### src/rtl/mult_f32_iter.sv
// rtl/mult_f32_iter.sv - iterative float32 multiplier, radix-2 shift-add mantissa engine
// Specials resolve on the accept edge; normal operands take 24 MULT cycles plus one NORM cycle.
module mult_f32_iter (
  input  logic        clk,
  input  logic        rst,
  input  logic        start,
  input  logic [31:0] a,
  input  logic [31:0] b,
  output logic        busy,
  output logic        rdy,
  output logic [31:0] m
);

  typedef enum logic [1:0] {IDLE, MULT, NORM, DONE} state_t;

  state_t             state, state_nxt;
  logic [23:0]        ma, mb;
  logic               s;
  logic signed [9:0]  e;
  logic [47:0]        acc;
  logic [4:0]         cnt;

  logic [7:0]         ea, eb;
  logic [22:0]        fa, fb;
  logic               a_nan, b_nan, a_inf, b_inf, a_zero, b_zero;
  logic               special, accept, op_s;
  logic [31:0]        spec_m;
  logic signed [9:0]  op_e;

  assign ea = a[30:23];
  assign eb = b[30:23];
  assign fa = a[22:0];
  assign fb = b[22:0];

  assign a_nan  = (&ea) && (|fa);
  assign b_nan  = (&eb) && (|fb);
  assign a_inf  = (&ea) && !(|fa);
  assign b_inf  = (&eb) && !(|fb);
  assign a_zero = (ea == 8'd0);
  assign b_zero = (eb == 8'd0);

  assign special = a_nan | b_nan | a_inf | b_inf | a_zero | b_zero;
  assign accept  = start && ((state == IDLE) || (state == DONE));
  assign op_s    = a[31] ^ b[31];
  assign op_e    = $signed({2'b00, ea}) + $signed({2'b00, eb}) - 10'sd127;

  // Denormal operands count as zero, so inf x denormal is an invalid operation too.
  always_comb begin
    spec_m = {op_s, 31'd0};
    if (a_nan || b_nan)
      spec_m = 32'h7FC00000;
    else if ((a_inf && b_zero) || (b_inf && a_zero))
      spec_m = 32'h7FC00000;
    else if (a_inf || b_inf)
      spec_m = {op_s, 8'hFF, 23'd0};
  end

  logic [47:0]        addend;
  logic [22:0]        n_mant;
  logic               n_guard, n_sticky, n_inc;
  logic signed [9:0]  n_e, r_e;
  logic [23:0]        n_rnd;
  logic [22:0]        r_frac;
  logic [31:0]        norm_m;

  assign addend = mb[cnt] ? ({24'd0, ma} << cnt) : 48'd0;

  always_comb begin
    if (acc[47]) begin
      n_mant   = acc[46:24];
      n_guard  = acc[23];
      n_sticky = |acc[22:0];
      n_e      = e + 10'sd1;
    end else begin
      n_mant   = acc[45:23];
      n_guard  = acc[22];
      n_sticky = |acc[21:0];
      n_e      = e;
    end
    n_inc  = n_guard & (n_sticky | n_mant[0]);
    n_rnd  = {1'b0, n_mant} + {23'd0, n_inc};
    r_e    = n_rnd[23] ? (n_e + 10'sd1) : n_e;
    r_frac = n_rnd[23] ? 23'd0 : n_rnd[22:0];
    if (r_e >= 10'sd255)
      norm_m = {s, 8'hFF, 23'd0};
    else if (r_e <= 10'sd0)
      norm_m = {s, 31'd0};
    else
      norm_m = {s, r_e[7:0], r_frac};
  end

  always_ff @(posedge clk or posedge rst) begin
    if (rst)
      state <= IDLE;
    else
      state <= state_nxt;
  end

  always_comb begin
    state_nxt = state;
    case (state)
      IDLE, DONE: if (start) state_nxt = special ? DONE : MULT;
      MULT:       if (cnt == 5'd0) state_nxt = NORM;
      NORM:       state_nxt = DONE;
      default:    state_nxt = IDLE;
    endcase
  end

  always_ff @(posedge clk or posedge rst) begin
    if (rst) begin
      ma  <= 24'd0;
      mb  <= 24'd0;
      s   <= 1'b0;
      e   <= 10'sd0;
      acc <= 48'd0;
      cnt <= 5'd0;
      m   <= 32'd0;
    end else if (accept) begin
      ma  <= {1'b1, fa};
      mb  <= {1'b1, fb};
      s   <= op_s;
      e   <= op_e;
      acc <= 48'd0;
      cnt <= 5'd23;
      if (special)
        m <= spec_m;
    end else if (state == MULT) begin
      acc <= acc + addend;
      cnt <= cnt - 5'd1;
    end else if (state == NORM) begin
      m <= norm_m;
    end
  end

  assign busy = (state == MULT) || (state == NORM);
  assign rdy  = (state == DONE);

endmodule

### config.mk
export PLATFORM = sky130hd
export DESIGN_NAME = mult_f32_iter
export DESIGN_NICKNAME = d
export VERILOG_FILES = /design/src/rtl/mult_f32_iter.sv
export SDC_FILE = /design/constraint.sdc
export NUM_CORES = 1
export LEC_CHECK = 0
export BUFFER_PORTS_ARGS = -buffer_cell sky130_fd_sc_hd__buf_2
export CORE_UTILIZATION = 38
export CTS_CLUSTER_SIZE = 40
export DETAILED_ROUTE_END_ITERATION = 10
export PLACE_DENSITY = 0.57
export SYNTH_ARGS = -nofsm -noshare
export SYNTH_HDL_FRONTEND = slang
export SYNTH_SLANG_ARGS = --single-unit
### constraint.sdc
create_clock -name clk -period 5.1 [get_ports clk]
set_input_delay 1.02 -clock clk [delete_from_list [all_inputs] [get_ports clk]]
set_output_delay 1.02 -clock clk [all_outputs]
set_load 0.05 [all_outputs]
==> results of run 1 <==
==> metrics by stage <==
step	util	power, mW	instance area (µm²)	hold slack, ps	cells
after global routing	0.434	9.33	14100	490	2074
after global placement	0.416	7.26	13500	446	2042
final	0.434	8.58	14100	468	2074
after detailed placement	0.416	7.29	13500	457	2042
after CTS	0.434	8.60	14100	471	2074
after floorplan	-	5.94	12500	440	1558
==> area by class of cell <==
type	count	area (µm²)
multi-input cells	1278	8360
clock buffers	17	425
clock inverters	15	163
inverters	42	166
flip-flops and latches	145	3630
fillers	3321	18400
repair buffers	135	801
well taps	442	553
==> sequential cells by signal (all words and copies together), names as in the netlist <==
signal  flops
cnt         5
mb         23
acc        48
e          10
state       2
ma         24
s           1
m          32
==> timing repair <==
action,in CTS,in global routing
endpoints found under the hold margin,0,0
hold buffers,0,0
gates resized for setup,0,6
endpoints found under the setup margin,0,5
==> worst reg2reg max path, delay by kind of cell (launching register included) <==
| family | cells | cell delay [ps] |
|---|---|---|
| compound gates | 7 | 1650 |
| buf+inv | 2 | 360 |
| flops | 1 | 470 |
| simple gates | 4 | 520 |
| fa+ha+maj | 2 | 640 |
| mux | 2 | 1070 |
==> metal layers <==
layer | wire length [µm] | track usage
met3 | 1640 | 0.0406
met5 | 0 | 0
met4 | 674 | 0.0667
met1 | 17000 | 0.307
met2 | 14800 | 0.314
==> power by group through the flow <==
stage	Clock, mW	Sequential, mW	Combinational [mW]
floorplan	0	2.14	3.80
global placement	0	2.02	5.24
detailed placement	0	2.03	5.26
CTS	1.31	2.01	5.28
global route	1.37	2.08	5.88
finish	1.27	2.01	5.30
==> final timing paths <==
path | from | endpoint | slack [ps]
setup / recovery | cnt[0]$_DFFE_PP0P_ | acc[46]$_DFFE_PP0P_ | 300
hold / removal | m[29]$_DFFE_PP0P_ | m[29]$_DFFE_PP0P_ | 470
setup reg to reg | cnt[0]$_DFFE_PP0P_ | acc[46]$_DFFE_PP0P_ | 300
hold reg to reg | m[29]$_DFFE_PP0P_ | m[29]$_DFFE_PP0P_ | 470
max in group asynchronous | rst | acc[31]$_DFFE_PP0P_ | 3420
min in group asynchronous | rst | mb[19]$_DFFE_PP0P_ | 620
==> cells by family (layout without fill, tap and decap cells) <==
family,after synthesis,in the layout,share of synthesized area
AOI/OAI and AO/OA,364,364,0.191
muxes,100,100,0.0973
xor gates and xnor gates,94,94,0.0664
adders and majority gates,73,73,0.0742
buffers and inverters,135,209,0.0437
and+or+nand+nor,647,647,0.238
DFF,145,145,0.290
==> placed cells by master, fill, tap and decap left out, types with 11 or more instances in the layout <==
master     Yosys  routed
and3_1        12      12
a21oi_1      106     104
buf_2          7     100
nor2_1       142     142
a211oi_1      19      19
a31oi_1       11      11
nor3_1        30      30
a21o_1        19      19
mux2i_1       71      71
xor2_1        39      39
nor2b_1       15      15
a22o_1        24      24
dfrtp_1      145     143
nand2_1      281     280
ha_1          71      70
mux4_2        16      16
buf_4          0      32
o21bai_1      13      13
clkbuf_16      0      17
nand3_1       40      40
nor4_1        29      29
inv_1         41      39
xnor2_1       54      54
and2_1        16      15
nand4_1       35      35
mux2_2        13      13
o21ai_0       92      91
==> results.yml, run 1 <==
min_path:
  holdPathStages: 2
  min_path_type: "register to register"
placement:
  dp_slack_ps: 106
  gp_congestion: 0.923
  io_buffer_count: 100
  hpwl_um: 26300
pwr:
  switching_share: 0.506
  p_leak_nw: 6.45
  pwr-share-seq: 0.234
  p_int_mw: 4.24
  p_switching_mw: 4.34
  p_per_area_nw_per_um2: 609
  peakVddDrop_v: 0.000314
  comb_power_share: 0.618
  clkPwrFrac: 0.148
setup_path:
  path_delay_family: "compound AO/OA/AOI/OAI gates"
  cp_max_fo: 5
  cpMaxStageDelayCell: "mux4_2"
  path_depth: 17
  path_cells: "mux4_2, mux4_2, nand3_1, nor2_1, ha_1, fa_1, a21o_1, a22o_1, a221oi_2, buf_4, a211oi_1, a211oi_1, buf_4, o21ai_0, a221o_1, nor3b_1, nor3b_1"
  reg2reg_depth: 17
  start_kind: "register"
  cp.buffers_inverters: 2
  crit_required_ps: 5440
  worstPathArrival_ps: 5130
  path_class: "register to register"
  end_kind: "register"
  critPathMaxStageDelay_ps: 550
global_route:
  grt_pass1_wl_um: 57000
  grt_pass1_vias: 10700
  antenna_found_initial: 0
  grt_max_degree: 72
  grtUsageTotal: 0.212
  grt-ovfl-total: 0
clock_tree:
  clk_pin_slew_ps: 70
  postCtsSetupBuffers: 0
  htreeDepth: 4
  clockRootBuffer: "clkbuf_16"
  numClockSinks: 145
  clk_latency_ps: 450
  numCtsBuffers: 17
  cts_buffer_depth: 2
  cts_tree: "yes"
yosys:
  synth.area.top_cells: "dfrtp_1 (29%), nand2_1 (8.4%), ha_1 (7.1%)"
  syn_area_per_cell_um2: 8.03
  yosysWarnings: 0
  synth_cells: 1558
  synth_area_um2: 12500
  synth_top_area_frac: 0.290
  synthArstFlopShare: 1.00
  synth_seq_area_share: 0.290
  synth.distinct_cells: 78
  synth.largest_area_cell: "dfrtp_1"
  synth_edf_count: 0
  synth_flop_cell: "dfrtp_1"
  synth.most_common_cell: "nand2_1"
  synth_seq_cells: 145
  synthTopCellsByCount: "nand2_1 (281), dfrtp_1 (145), nor2_1 (142)"
  synth_nets: 1698
floorplanning:
  start_util: 0.385
  die_h_um: 183
  dieArea_um2: 33600
  core_um2: 32500
  pin_count: 101
  rows: 66
  die_w_um: 183
timing:
  fin_worst_skew_ps: 9.86
  slew_headroom: 0.252
  period_share: 0.941
  setup_slack_ps: 303
  finalHoldViolCount: 0
  final.min_clock_period_ps: 4800
  tightest_slew_ps: 1120
  setup_tns_ps: 0
  slew_violations: 0
  fmax_ghz: 0.208
  rsz0062_at_grt: "false"
  setup_viol: 0
run:
  cap_violations: 0
layout:
  syn_to_final_growth_pct: 12.8
  fin_nets: 1759
  drive_above_1_share: 0.134
  antenna_cells: 0
routing:
  wirelength_um: 34200
  wire_per_inst_um: 16.5
  num_vias: 11300
  antenna_left: 0
  drt-initial-drc-count: 740
  drc: 0
  first_pass_iters: 5
  viasPerCell: 5.46
run_status:
  status: "complete, no violations"
Power figures use the tool's default switching activity.
==> inputs of run 2 (changes only) <==
--- a/config.mk
+++ b/config.mk
@@ -7,4 +7,6 @@
 export LEC_CHECK = 0
+export ABC_AREA = 1
 export BUFFER_PORTS_ARGS = -buffer_cell sky130_fd_sc_hd__buf_2
 export CORE_UTILIZATION = 38
+export CTS_CLUSTER_DIAMETER = 80
 export CTS_CLUSTER_SIZE = 40
==> constraint.sdc (replaced) <==
create_clock -name clk -period 5.1 [get_ports clk]
set_input_delay 0.255 -clock clk [delete_from_list [all_inputs] [get_ports clk]]
set_output_delay 0.255 -clock clk [all_outputs]
set_load 0.05 [all_outputs]
==> run 2 against run 1 <==
Non-clock buffer count is the same. Core utilization is essentially flat. Critical path depth grew 8. Cell area grew 3.6%. First-iteration DRC count grew 52%. Worst setup slack gained 280 ps. Sequential power shrank 7%. Hold slack lost 450 ps. Routed wire length grew 28%.
==> results.yml, run 2 <==
setup_path:
  path_class: "register to register"
  end_kind: "register"
  worstPathArrival_ps: 4890
  start_kind: "register"
  critPathMaxStageDelay_ps: 420
  critPathMostFrequentCell: "nand2_1"
  cpMaxStageDelayCell: "dfrtp_1"
  cp_max_fo: 58
  crit_required_ps: 5470
floorplanning:
  start_util: 0.387
  rows: 67
  core_um2: 33600
  pin_count: 101
  die_h_um: 187
  die_w_um: 187
  dieArea_um2: 35000
yosys:
  yosys.area_share.simple: 0.321
  synthTopCellsByCount: "nand2_1 (585), inv_1 (250), o21ai_0 (226)"
  synth.area.top_cells: "dfrtp_1 (28%), nand2_1 (17%), o21ai_0 (8.7%)"
  synth.distinct_cells: 60
  yosysWarnings: 0
  syn_area_per_cell_um2: 6.36
  synthMuxAreaShare: 0.0123
  synthArstFlopShare: 1.00
  synth.most_common_cell: "nand2_1"
  synth_nets: 2188
  synth_area_um2: 13000
  synth_seq_cells: 145
  synth_top_family_by_area: "simple AND/OR/NAND/NOR gates"
  synth.largest_area_cell: "dfrtp_1"
  synth_cells: 2048
  synth_compound_area_frac: 0.200
  synth_edf_count: 0
  synth_top_area_frac: 0.279
  synth_flop_cell: "dfrtp_1"
  synth_seq_area_share: 0.279
  synth_fa_ha_area_frac: 0.0713
  yosys.area_share.xor_xnor: 0.0135
timing:
  fin_worst_skew_ps: 8.08
  final.min_clock_period_ps: 4520
  fmax_ghz: 0.221
  rsz0062_at_grt: "false"
  setup_viol: 0
  setup_tns_ps: 0
  tightest_slew_ps: 1100
  setup_slack_ps: 584
  finalHoldViolCount: 0
  period_share: 0.886
  slew_violations: 0
  slew_headroom: 0.269
routing:
  drt-initial-drc-count: 1127
  highest_layer: "met4"
  wire_per_inst_um: 16.9
  first_pass_iters: 7
  antenna_left: 0
  wl_met3_um: 2120
  wl_met1_um: 21100
  met2_length_um: 20000
  wirelength_um: 43800
  viasPerCell: 5.25
  num_vias: 13600
  drc: 0
pwr:
  switching_share: 0.560
  comb_power_share: 0.640
  p_int_mw: 3.88
  p_leak_nw: 7.36
  p_per_area_nw_per_um2: 604
  p_switching_mw: 4.94
  clkPwrFrac: 0.148
  peakVddDrop_v: 0.000319
  pwr-share-seq: 0.212
clock_tree:
  postCtsSetupBuffers: 0
  clockRootBuffer: "clkbuf_16"
  cts-resized-gates: 0
  cts_buffer_depth: 2
  htreeDepth: 4
  clk_pin_slew_ps: 70
  clk_latency_ps: 450
  cts_tree: "yes"
  numCtsBuffers: 17
  numClockSinks: 145
layout:
  instances_no_fill: 2590
  top_regs: "acc: 48 flops, m: 32 flops, ma: 24 flops"
  drive_above_1_share: 0.104
  final_common_cell: "nand2_1"
  seqCellArea_um2: 3630
  top_register: "acc"
  final_cell_mix: "nand2_1 (584), inv_1 (248), o21ai_0 (226), nor2_1 (198), dfrtp_1 (144)"
  fin_nets: 2269
  multiInputGateArea_um2: 8050
  syn_to_final_growth_pct: 12.2
  largest_register_ffs: 48
  antenna_cells: 0
  fillers: 3588
global_route:
  grt-ovfl-total: 0
  grtUsageTotal: 0.256
  grt_pass1_vias: 12900
  grt_pass1_wl_um: 70600
  grt_max_degree: 64
  antenna_found_initial: 0
placement:
  hpwl_um: 34900
  gp_congestion: 1.02
  numPlacedInstances: 2550
  io_buffer_count: 100
  dp_slack_ps: 642
run_status:
  status: "complete, no violations"
run:
  cap_violations: 0
min_path:
  min_path_type: "primary input to register"
## run 2: cell types whose count changed after synthesis, sizes merged, moves of 16 or more
| cell | change |
|---|---|
| o21ai | +162 |
| nor2 | +72 |
| clkbuf | -22 |
| nand2 | +319 |
| xnor2 | -50 |
| mux2i | -55 |
| a21oi | +32 |
| a22o | -22 |
| nand3 | +31 |
| inv | +217 |
| xor2 | -24 |
| mux4 | -16 |
## run 2: worst max-delay path: cells and delay by family (launching register included)
kind	cells	cell delay (ps)
adders and majority gates	1	360
buffers and inverters	3	530
AOI/OAI and AO/OA	5	1260
and+or+nand+nor	16	1850
DFF	1	420
## run 2: path summary, 6_finish.rpt
kind                                    start  slack (ps)                  end  depth (start not counted)
min in group asynchronous                 rst         440    m[19]$_DFFE_PP0P_                          3
max in group asynchronous                 rst        3510   ma[15]$_DFFE_PP0P_                          4
hold reg to reg                 s$_DFFE_PP0P_         470        s$_DFFE_PP0P_                          2
setup reg to reg           cnt[0]$_DFFE_PP0P_         580  acc[47]$_DFFE_PP0P_                         25
hold / removal                           a[1]          20    ma[1]$_DFFE_PP0P_                          3
setup / recovery           cnt[0]$_DFFE_PP0P_         580  acc[47]$_DFFE_PP0P_                         25
## run 2: cells by family (layout without fill, tap and decap cells)
family,count (synthesis),in the layout
flops,145,145
buf+inv,333,427
mux,16,16
simple gates,984,984
compound gates,477,477
xor+xnor,20,20
fa+ha+maj,73,73
## run 2: through the flow
| step | power [mW] | util | area (µm²) | hold slack [ps] |
|---|---|---|---|---|
| floorplan | 5.87 | - | 13000 | 365 |
| global placement | 7.42 | 0.415 | 13900 | 378 |
| detailed placement | 7.45 | 0.415 | 13900 | 385 |
| CTS | 8.79 | 0.435 | 14600 | 1.26 |
| global route | 9.60 | 0.435 | 14600 | 14.9 |
| finish | 8.82 | 0.435 | 14600 | 21.5 |
## run 2: metal layers
| layer | track usage | vias to the layer above |
|---|---|---|
| li1 | - | 6904 |
| met1 | 0.361 | 6283 |
| met2 | 0.412 | 386 |
| met3 | 0.0336 | 37 |
| met4 | 0.0612 | 0 |
| met5 | 0 | - |
## run 2: final cells by class
cell class | instances | share of cell area
Multi-Input combinational cell | 1570 | 0.551
Sequential cell | 145 | 0.248
Inverter | 260 | 0.0673
Timing Repair Buffer | 135 | 0.0545
Tap cell | 448 | 0.0384
Clock buffer | 17 | 0.0291
Clock inverter | 15 | 0.0113
## run 2: repair_timing
| item | 4_1_cts | 5_1_grt |
|---|---|---|
| endpoints found under the setup margin | 0 | 0 |
| hold buffers | 8 | 0 |
| endpoints found under the hold margin | 65 | 0 |
## run 2: power groups by stage
stage | Clock, mW | Sequential [mW] | Combinational [mW]
2_1_floorplan | 0 | 2.11 | 3.75
3_3_place_gp | 0 | 1.88 | 5.54
3_5_place_dp | 0 | 1.89 | 5.56
4_1_cts | 1.33 | 1.87 | 5.58
5_1_grt | 1.38 | 1.92 | 6.29
6_report | 1.30 | 1.87 | 5.65
==> inputs of run 3 (changes only) <==
ABC_AREA = not set   (was 1)
CORE_UTILIZATION = 56   (was 38)
PLACE_DENSITY = 0.78   (was 0.57)
==> run 3 against run 2 <==
First-iteration DRC count shrank 5.4%. Non-clock buffer count shrank 8. Register-to-register slack lost 370 ps. Clock power is essentially flat. Highest routed layer unchanged. Critical endpoint is now acc[46]$_DFFE_PP0P_. Count of clock-buffer cells in the layout is the same. Total power shrank 3.5%. Worst setup slack lost 370 ps. Sequential power grew 6%. Largest cell class unchanged.
==> results.yml, run 3 (synthesis gave the netlist of run 1 again) <==
layout:
  antenna_cells: 0
  final_common_cell: "nand2_1"
  final_area_um2: 13800
  multiInputGateArea_um2: 8370
  fillers: 1940
  seqCellArea_um2: 3630
  top_register: "acc"
  instances_no_fill: 1904
  top_regs: "acc: 48 flops, m: 32 flops, ma: 24 flops"
  syn_to_final_growth_pct: 10.7
  largest_register_ffs: 48
  final_cell_mix: "nand2_1 (280), dfrtp_1 (143), nor2_1 (142), a21oi_1 (105), buf_2 (100)"
  drive_above_1_share: 0.130
  fin_nets: 1751
setup_path:
  critPathMaxStageDelay_ps: 450
  crit_required_ps: 5420
  path_class: "register to register"
  cpMaxStageDelayCell: "dfrtp_1"
  start_kind: "register"
  worstPathArrival_ps: 5200
  path_cells: "buf_4, buf_4, mux4_2, mux2i_1, nand2_1, o21ai_0, nor2_1, ha_1, and4_1, a41o_1, a221oi_1, buf_4, a211oi_1, a211oi_1, buf_4, o21ai_0, a221o_1, nor3b_1, nor3b_1"
  critPathMostFrequentCell: "buf_4"
  end_kind: "register"
  cp_max_fo: 25
run:
  cap_violations: 0
routing:
  antenna_left: 0
  highest_layer: "met4"
  met2_length_um: 15000
  wl_met3_um: 1690
  wirelength_um: 32800
  viasPerCell: 6.11
  wl_met1_um: 15100
  first_pass_iters: 8
  drt-initial-drc-count: 1066
  num_vias: 11600
  drc: 0
  wire_per_inst_um: 17.2
timing:
  period_share: 0.959
  slew_violations: 0
  final.min_clock_period_ps: 4890
  fmax_ghz: 0.205
  finalHoldViolCount: 0
  tightest_slew_ps: 1070
  timing.hold.ws_ps: 12.1
  setup_viol: 0
  setup_tns_ps: 0
  slew_headroom: 0.288
  fin_worst_skew_ps: 13.2
clock_tree:
  cts_buffer_depth: 2
  clk_pin_slew_ps: 80
  cts_tree: "yes"
  clockRootBuffer: "clkbuf_16"
  clk_latency_ps: 440
  numClockSinks: 145
  htreeDepth: 4
  numCtsBuffers: 17
  postCtsSetupBuffers: 0
global_route:
  antenna_found_initial: 0
  grt_max_degree: 95
  grt_pass1_vias: 10800
  grtUsageTotal: 0.295
  grt_pass1_wl_um: 53400
  grt-ovfl-total: 0
min_path:
  min_path_type: "primary input to register"
floorplanning:
  rows: 54
  start_util: 0.571
  die_w_um: 151
  dieArea_um2: 22900
  pin_count: 101
  core_um2: 21900
  die_h_um: 151
placement:
  placed_area_um2: 13200
  hpwl_um: 24400
  numPlacedInstances: 1871
  gp_congestion: 0.963
  io_buffer_count: 100
pwr:
  p_per_area_nw_per_um2: 614
  p_leak_nw: 6.41
  peakVddDrop_v: 0.000344
run_status:
  status: "complete, no violations"
## run 3: cell count changes in the layout (fill, tap and decap cells not counted), sizes merged, moves of 16 or more
cell,change
nand2,-319
inv,-222
o21ai,-162
nor2,-72
mux2i,+55
xnor2,+50
a21oi,-32
nand3,-31
xor2,+24
a22o,+22
mux4,+16
## run 3: worst max-delay path: cells and delay by family, from the launching register on
kind	cells	cell delay, ps
fa+ha+maj	1	400
compound gates	7	1630
buf+inv	4	940
simple gates	5	790
mux	2	560
flops	1	450
## run 3: final timing paths
kind                            cells past startpoint                from             endpoint  slack (ps)
max in group asynchronous                           4                 rst  acc[21]$_DFFE_PP0P_        3380
worst min register to register                      2   m[28]$_DFFE_PP0P_    m[28]$_DFFE_PP0P_         470
worst max register to register                     19  cnt[1]$_DFFE_PP0P_  acc[46]$_DFFE_PP0P_         210
min in group asynchronous                           3                 rst   mb[21]$_DFFE_PP0P_         490
worst min-delay path                                3               b[22]   mb[22]$_DFFE_PP0P_          10
worst max-delay path                               19  cnt[1]$_DFFE_PP0P_  acc[46]$_DFFE_PP0P_         210
## run 3: area by class of cell
class / count / share of cell area
clock buffers: 17 / 0.0307
multi-input cells: 1278 / 0.604
flip-flops and latches: 145 / 0.262
inverters: 42 / 0.0120
well taps: 280 / 0.0253
repair buffers: 127 / 0.0519
clock inverters: 15 / 0.0135
## run 3: routing by layer
metal,global-route usage,up-vias
met4,0.121,0
met3,0.0377,72
met2,0.476,419
met1,0.398,5433
li1,-,5702
met5,0,-
## run 3: power breakdown
group	total, mW	switching, mW	internal, mW
clock	1.29	0.623	0.668
combinational	5.23	3.28	1.95
sequential	1.99	0.439	1.55
total	8.51	4.34	4.17
## run 3: what timing repair did
item | in CTS | in global routing
hold buffers | 1 | 0
resized for setup | 0 | 8
setup endpoints to repair | 0 | 9
hold endpoints to repair | 3 | 0
## run 3: metrics by stage
stage / setup slack [ps] / util / power [mW]
after detailed placement: 131 / 0.603 / 7.13
after CTS: 76.7 / 0.631 / 8.45
final: 211 / 0.633 / 8.51
after floorplan: 108 / - / 5.94
after global routing: -21.9 / 0.633 / 9.15
after global placement: 196 / 0.603 / 7.02
